<file path="config.mk">
export PLATFORM = sky130hd
export DESIGN_NAME = ifetch_stage
export DESIGN_NICKNAME = d
export VERILOG_FILES = /design/src/rtl/ifetch_stage_pkg.sv /design/src/rtl/ifetch_stage_fetch_queue.sv /design/src/rtl/ifetch_stage.sv
export SDC_FILE = /design/constraint.sdc
export NUM_CORES = 1
export LEC_CHECK = 0
export CAP_MARGIN = 40
export CORE_ASPECT_RATIO = 1.75
export CORE_MARGIN = 2
export CORE_UTILIZATION = 46
export DETAILED_ROUTE_END_ITERATION = 12
export GPL_ROUTABILITY_DRIVEN = 0
export PLACE_DENSITY_LB_ADDON = 0.2
export SLEW_MARGIN = 40
export SYNTH_ARGS = -nofsm -noshare
export SYNTH_HDL_FRONTEND = slang
export SYNTH_SLANG_ARGS = --single-unit
</file>
<file path="constraint.sdc">
create_clock -name clk -period 2.2 [get_ports clk]
set_input_delay 0.33 -clock clk [delete_from_list [all_inputs] [get_ports clk]]
set_output_delay 0.33 -clock clk [all_outputs]
set_load 0.05 [all_outputs]
</file>
<file path="src/rtl/ifetch_stage_pkg.sv">
// Shared definitions for the instruction fetch stage: core constants, FSM states
// and the layout of a fetched-instruction queue entry.
package ifetch_stage_pkg;

   localparam int          XLEN       = 32;
   localparam int          ILEN_BYTES = 4;
   localparam logic [31:0] INSN_NOP   = 32'h0000_0013;

   typedef enum logic {
      RUN  = 1'b0,
      HALT = 1'b1
   } fetch_state_e;

   // 65-bit entry handed to decode: {fault, pc, instr}
   typedef struct packed {
      logic            fault;
      logic [XLEN-1:0] pc;
      logic [XLEN-1:0] instr;
   } fetch_entry_t;

   function automatic fetch_entry_t make_entry(input logic            fault,
                                               input logic [XLEN-1:0] pc,
                                               input logic [XLEN-1:0] instr);
      fetch_entry_t e;
      e.fault = fault;
      e.pc    = pc;
      e.instr = instr;
      return e;
   endfunction

endpackage

</file>
<file path="src/rtl/ifetch_stage_fetch_queue.sv">
// Two-entry FIFO between fetch and decode; slot0 is always the head.
// A push and a pop may happen in the same cycle even when full; flush empties it.
module fetch_queue
   import ifetch_stage_pkg::*;
(
   input  logic         clk,
   input  logic         rst_n,
   input  logic         flush,
   input  logic         enq,
   input  fetch_entry_t enq_data,
   input  logic         deq,
   output fetch_entry_t head_data,
   output logic [1:0]   count
);

   fetch_entry_t slot0;
   fetch_entry_t slot1;
   logic         do_deq;
   logic         do_enq;

   assign do_deq    = deq && (count != 2'd0);
   assign do_enq    = enq && ((count != 2'd2) || do_deq);
   assign head_data = slot0;

   // Entries shift toward slot0 on a pop, so the head never needs a read pointer
   always_ff @(posedge clk or negedge rst_n) begin
      if (!rst_n) begin
         slot0 <= '0;
         slot1 <= '0;
         count <= 2'd0;
      end else if (flush) begin
         count <= 2'd0;
      end else begin
         case ({do_enq, do_deq})
            2'b11: begin
               if (count == 2'd1) begin
                  slot0 <= enq_data;
               end else begin
                  slot0 <= slot1;
                  slot1 <= enq_data;
               end
            end
            2'b10: begin
               if (count == 2'd0) begin
                  slot0 <= enq_data;
               end else begin
                  slot1 <= enq_data;
               end
               count <= count + 2'd1;
            end
            2'b01: begin
               slot0 <= slot1;
               count <= count - 2'd1;
            end
            default: begin
            end
         endcase
      end
   end

endmodule

</file>
<file path="src/rtl/ifetch_stage.sv">
// Instruction fetch stage: owns the PC, reads a combinational imem and queues
// {pc, instr, fault} for decode; redirects flush the queue and retarget the PC.
module ifetch_stage
   import ifetch_stage_pkg::*;
#(
   parameter logic [31:0] RESET_PC   = 32'h0000_0000,
   parameter int unsigned IMEM_BYTES = 131072,
   parameter int unsigned QDEPTH     = 2
) (
   input  logic        clk,
   input  logic        rst_n,
   output logic [31:0] imem_addr,
   input  logic [31:0] imem_data,
   input  logic        redirect_valid,
   input  logic [31:0] redirect_pc,
   output logic        out_valid,
   input  logic        out_ready,
   output logic [31:0] out_pc,
   output logic [31:0] out_instr,
   output logic        out_fault
);

   localparam logic [31:0] LAST_PC = 32'(IMEM_BYTES - ILEN_BYTES);
   localparam logic [1:0]  QCAP    = 2'(QDEPTH);

   fetch_state_e state;
   fetch_state_e next_state;
   logic [31:0]  pc;
   logic [31:0]  next_pc;
   logic [1:0]   count;
   fetch_entry_t head;
   fetch_entry_t enq_data;
   logic         enq;
   logic         deq;
   logic         space;
   logic         pc_fault;

   assign imem_addr = pc;
   assign out_valid = (count != 2'd0);
   assign out_pc    = head.pc;
   assign out_instr = head.instr;
   assign out_fault = head.fault;

   assign deq      = out_valid && out_ready;
   assign space    = (count < QCAP) || deq;
   assign pc_fault = (pc[1:0] != 2'b00) || (pc > LAST_PC);

   always_ff @(posedge clk or negedge rst_n) begin
      if (!rst_n) begin
         state <= RUN;
         pc    <= RESET_PC;
      end else begin
         state <= next_state;
         pc    <= next_pc;
      end
   end

   // Redirect beats everything; a faulting PC is reported once as a NOP and then parks in HALT
   always_comb begin
      next_state = state;
      next_pc    = pc;
      enq        = 1'b0;
      enq_data   = make_entry(1'b0, pc, imem_data);
      if (redirect_valid) begin
         next_state = RUN;
         next_pc    = redirect_pc;
      end else if ((state == RUN) && space) begin
         enq = 1'b1;
         if (pc_fault) begin
            enq_data   = make_entry(1'b1, pc, INSN_NOP);
            next_state = HALT;
         end else begin
            next_pc = pc + 32'(ILEN_BYTES);
         end
      end
   end

   fetch_queue u_queue (
      .clk       (clk),
      .rst_n     (rst_n),
      .flush     (redirect_valid),
      .enq       (enq),
      .enq_data  (enq_data),
      .deq       (deq),
      .head_data (head),
      .count     (count)
   );

endmodule

</file>
==> results.json <==
{
  "die_h_um": 174.1,
  "hpwl_mm": 13.13,
  "rows": 62,
  "finalSetupViolCount": 0,
  "slew_viol_final": 0,
  "num_io_pins": 166,
  "start_util_pct": 46.66,
  "nets": 906,
  "insertion_delay_ns": 0.42,
  "outcome": "completed",
  "clock_sinks": 165,
  "ys.flop_type": "dfrtp_1",
  "utilization_pct": 62.08,
  "die_x_um": 101.2,
  "drive_gt1_share_pct": 16.88,
  "hold_viol": 0,
  "areaGrowthSynthToFinish_pct": 33.05,
  "syn_inst": 686,
  "cp-end-kind": "flip-flop",
  "synth_nets": 758,
  "synth_edf_count": 0,
  "p_per_area_nw_per_um2": 1528,
  "hp-class": "in -> reg",
  "die-area_um2": 17610,
  "cts_tree": "yes",
  "yosysMostFrequentCell": "dfrtp_1",
  "synth_common_cells": "165 x dfrtp_1, 115 x nand2_1, 51 x o21ai_0",
  "cp.required_ns": 2.49,
  "grt_pass1_wl_mm": 30.44,
  "synth_largest_area_cell": "dfrtp_1",
  "crit_arrival_ns": 2.43,
  "yosys_warnings": 0,
  "cts_root_buf": "clkbuf_16",
  "period_needed_ns": 2.138,
  "drt-initial-drc-count": 211,
  "first_global_vias": 6046,
  "cap_viol_max_count": 0,
  "cp_max_fo": 32,
  "wl_per_cell_um": 18.48,
  "grt_antenna_before_repair": 0,
  "ys_seq_area_share_pct": 54.32,
  "cts_buffer_depth": 2,
  "p_leak_nw": 4.443,
  "synth-async-reset-ratio_pct": 100.0,
  "synth_area_leaders": "dfrtp_1 54%, mux2_2 7.3%, nand2_1 5.7%, mux2i_1 4.6%, a221o_1 3.8%",
  "fillCellCount": 1312,
  "synth.avg_cell_area_um2": 11.08,
  "clock_skew_ns": 0.006983,
  "synth.top_cell.area_share_pct": 54.32,
  "antennaDiodeCount": 0,
  "syn_area_um2": 7601,
  "clk_pin_slew_worst_paths_ns": 0.06,
  "port_buffers": 165,
  "max_slew_margin_pct": 60.08,
  "routed_wl_mm": 19.20,
  "numCtsBuffers": 17,
  "drc": 0,
  "synth-seq-cells": 165,
  "fmax_mhz": 467.6,
  "critPathLaunchType": "flip-flop",
  "core_region_area_um2": 16290,
  "routed_via_density": 5.478,
  "grt.overflow.total": 0,
  "tightest_slew_ns": 0.5988,
  "h-tree-depth": 4,
  "path_class": "reg -> reg",
  "grt_util_all_layers_pct": 22.19,
  "finalCritPeriodShare_pct": 97.20,
  "total_power_mw": 15.45,
  "final_antenna_net_count": 0,
  "synth_cell_types": 50,
  "ir_worst_vdd_mv": 0.7765,
  "vias": 5692,
  "grt_max_degree": 94,
  "rsz0062_at_grt": "true",
  "drt_pass1_iterations": 4
}
cells in the final DEF, fill, tap and decap left out, types with 6 or more instances in the layout:
cell and n:
buf_4 28, and3_1 31, xnor2_1 9, o21ai_0 51, o21ai_1 29, clkbuf_16 18, nor3_1 8, nor2_1 10
nand3_1 6, mux2_2 49, mux2i_1 33, inv_1 8, dfrtp_1 165, clkdlybuf4s50_1 161, a221o_1 29, nand2_1 115
buf_12 9
flip-flops by register name (all words and copies together), names as in the netlist:
register	flops
u_queue.head_data	65
u_queue.slot1	65
u_queue.count	2
state	1
imem_addr	32
cells by family (layout without fill, tap and decap cells):
logic type,count (synthesis),in the layout,synth area share (%)
muxes,84,84,11.87
xor gates and xnor gates,13,13,1.498
buffers and inverters,84,244,6.617
AOI/OAI and AO/OA,133,133,11.61
adders and majority gates,4,4,0.6585
DFF,165,165,54.32
and+or+nand+nor,203,204,13.43
repair_timing:
action,4_1_cts,5_1_grt
hold buffers,1,0
endpoints found under the setup margin,62,41
pin swaps,0,3
hold endpoints to repair,53,0
setup buffers,0,1
gates cloned,0,2
resized for setup,5,8
power by group:
part           leakage, nW  internal (mW)  total [mW]  switching, mW
logic                 2.10           2.96        7.47           4.51
registers             2.06           4.26        5.02          0.759
clock network        0.286           1.77        2.97           1.21
critical path, cell delays in order, from the launching register on:
cell     delay, ns
dfrtp_1       0.39
inv_1         0.08
ha_2          0.20
nor4b_2       0.16
buf_4         0.16
o21ai_4       0.19
buf_6         0.14
a21oi_2       0.04
buf_12        0.16
and3_1        0.20
a221o_1       0.29
final cells by class:
type                            instances  area (um2)  area share (%)
Sequential cell                       165        4129           40.83
Inverter                                8       30.03          0.2969
Clock buffer                           21       470.5           4.652
Clock inverter                         11       123.9           1.225
Multi-Input combinational cell        438        3043           30.09
Timing Repair Buffer                  204        2077           20.54
Tap cell                              192       240.2           2.375
worst paths after layout:
path / from / to / slack (ns) / cells past startpoint
hold reg to reg: u_queue.slot1[4] / u_queue.slot1[4] / 0.48 / 2
setup / recovery: u_queue.count[1] / u_queue.head_data[22] / 0.06 / 10
setup reg to reg: u_queue.count[1] / u_queue.head_data[22] / 0.06 / 10
max in group asynchronous: rst_n / u_queue.head_data[43] / 1.04 / 3
min in group asynchronous: rst_n / u_queue.slot1[14] / 0.43 / 2
hold / removal: redirect_valid / u_queue.count[0] / 0.18 / 2
metrics by stage:
| step | instances | hold WS (ns) | instance area, um2 | worst slack, ns | setup TNS [ns] |
|---|---|---|---|---|---|
| CTS | 1036 | 0.1612 | 10040 | 0.04110 | 0 |
| detailed placement | 1003 | 0.3468 | 9408 | -0.2246 | -5.794 |
| floorplan | 686 | 0.03441 | 7601 | 0.1047 | 0 |
| global route | 1039 | 0.1768 | 10110 | -0.01884 | -0.06044 |
| global placement | 1003 | 0.3400 | 9403 | -0.2608 | -7.752 |
| finish | 1039 | 0.1846 | 10110 | 0.06153 | 0 |
per-layer routing:
metal  up-vias  wire [um]  share of wire (%)  global-route usage, %
li1       2686          -                  -                      -
met1      2803       7251                 38                  24.68
met4         0        570                3.0                  9.065
met3        35        789                4.1                  4.986
met2       168      10590                 55                  39.90
met5         -          0                  0                      0
(Power assumes the default switching activity.)
==> RTL change (same flow settings) <==
Register the output `out_fault`; this adds one clock of latency there. The other outputs are not delayed to match.
--- a/src/rtl/ifetch_stage.sv
+++ b/src/rtl/ifetch_stage.sv
@@ -41,3 +41,5 @@
    assign out_instr = head.instr;
-   assign out_fault = head.fault;
+   always_ff @(posedge clk) begin
+      out_fault <= head.fault;
+   end
 
Formal check against the unedited RTL: not equivalent (Yosys sat finds a counterexample within 4 cycles, from zero or initial values and one cycle with rst_n low).
==> RTL change against the unedited design <==
Wire length fell by 3.2%. Synthesized area up 6.6%. Critical endpoint is now u_queue.head_data[11]. Sequential power is essentially flat. Setup slack improved by 0.013 ns. Largest power group unchanged. Sequential share of layout area fell by 0.26 points. Power down 0.32%. Design area grew 1.1%. Sequential cell count is 1 higher.
==> RTL change: results (changes against the unedited design) <==
status: finished clean (unchanged)
Netlist cell types: 51 (was 50)
ANT nets after route: 0 (unchanged)
sequential share of the synthesized area: 51.2% (was 54.3%)
Max clock buf depth: 2 (unchanged)
final hold slack: 0.168 ns (was 0.185 ns)
Worst Path Max Fanout: 32 (unchanged)
top cells by count, synth: dfrtp_1 (165), nand2_1 (115), buf_4 (99) (was dfrtp_1 (165), nand2_1 (115), o21ai_0 (51))
Area contributors post-synth: dfrtp_1 (51%), buf_4 (9.2%), mux2_2 (6.8%) (was dfrtp_1 (54%), mux2_2 (7.3%), nand2_1 (5.7%))
CTS Buf Count: 17 (unchanged)
Detailed Routing Iterations Pass 1: 4 (unchanged)
share of cells above drive strength 1: 17.8% (was 16.9%)
Synth Area in Adders: 0.618% (was 0.658%)
Critical-path top delay cell: dfrtp_1 (unchanged)
antenna violations before repair: 0 (unchanged)
Syn Nets: 823 (was 758)
Detailed Route WL: 18.6 mm (was 19.2 mm)
hold-critical path endpoint: state (was u_queue.count[0])
mux share of post-synthesis cell area: 11.1% (was 11.9%)
Clock Latency Late Sink: 0.42 ns (about the same)
critical path endpoint: u_queue.head_data[11] (was u_queue.head_data[22])
first-pass GRT wire length: 30.2 mm (was 30.4 mm)
HP Class: in2reg (unchanged)
Leak Pwr: 4.49 nW (was 4.44 nW)
final net count: 912 (was 906)
Synth async-reset ratio: 99.4% (was 100%)
Yosys warning count: 0 (unchanged)
largest net degree at the start of global routing: 57 (was 94)
xor/xnor cell area share of the yosys netlist: 1.41% (was 1.50%)
Clock Tree Root: clkbuf_16 (unchanged)
hold path start: redirect_valid (unchanged)
complex-gate fraction of the synthesized area: 10.9% (was 11.6%)
clock transition at the registers of the reported paths: 0.06 ns (about the same)
clk_skew: 0.00973 ns (was 0.00698 ns)
Max VDD drop: 738 uV (was 776 uV)
GRT Total Usage: 20.3% (was 22.2%)
fillers: 1,474 (was 1,312)
vias in the first global route: 5,885 (was 6,046)
r2r worst-path depth: 10 (unchanged)
delay-heaviest family, CP: buffers and inverters (unchanged)
CP startpoint: u_queue.count[1] (unchanged)
via count: 5,680 (was 5,692)
n_diodes: 0 (unchanged)
Min-Delay Path Depth: 2 (unchanged)
Slew HR: 57.5% (was 60.1%)
largest family of logic cells by synthesized area: simple AND/OR/NAND/NOR gates (unchanged)
Worst path max stage delay: 0.42 ns (was 0.39 ns)
initial DRC count: 193 (was 211)
IO buf count: 165 (unchanged)
flop2flop setup slack: 0.07 ns
worst endpoint data arrival time: 2.42 ns
H-tree levels: 4 (unchanged)
DP Wirelength: 13.2 mm (was 13.1 mm)
==> RTL change: cell types whose count changed after synthesis <==
cell,change
buf_4,+64
dfxtp_1,+1
==> RTL change: worst reg2reg max path, delay by kind of cell (launching register included) <==
| family | cells | cell delay, ns |
|---|---|---|
| compound gates | 3 | 0.47 |
| fa+ha+maj | 1 | 0.20 |
| buf+inv | 4 | 0.55 |
| flops | 1 | 0.42 |
| simple gates | 2 | 0.37 |
==> RTL change: cell families (layout without fill, tap and decap cells) <==
group	count (synthesis)	in the layout
DFF	166	166
and+or+nand+nor	203	204
adders and majority gates	4	4
buffers and inverters	148	249
muxes	84	84
AOI/OAI and AO/OA	133	133
xor gates and xnor gates	13	13
==> RTL change: where the power goes <==
group          internal (mW)  switching [mW]
clock                   1.75            1.25
sequential              4.28           0.734
combinational           2.93            4.46
==> RTL change: metrics by stage <==
stage | area, um^2 | cells | setup WS (ns)
finish | 10200 | 1084 | 0.0742
global route | 10200 | 1084 | 0.00226
CTS | 10100 | 1080 | 0.00707
detailed placement | 9490 | 1047 | -0.147
global placement | 9490 | 1047 | -0.315
floorplan | 8100 | 751 | 0.105
==> RTL change: metal layers <==
metal  share of wire [%]  track usage (%)  vias to the layer above
met5                   0                0                        -
met4                 2.8             8.11                        0
met3                 3.8             4.60                       27
met2                  54             36.2                      138
met1                  39             23.2                     2808
li1                    -                -                     2707
==> RTL change: cell type report <==
type,instances,area share (%)
tap,231,2.83
inverter,8,0.294
clock inverter,12,1.38
multi-input combinational,438,29.9
sequential,166,40.6
timing repair buffer,209,20.5
clock buffer,20,4.47
==> RTL change: repair_timing <==
item,CTS,global route
gates resized for setup,3,22
cloned,0,1
setup endpoints to repair,24,74
pin swaps,0,6
buffers inserted,0,3
hold buffers,1,0
endpoints found under the hold margin,50,0
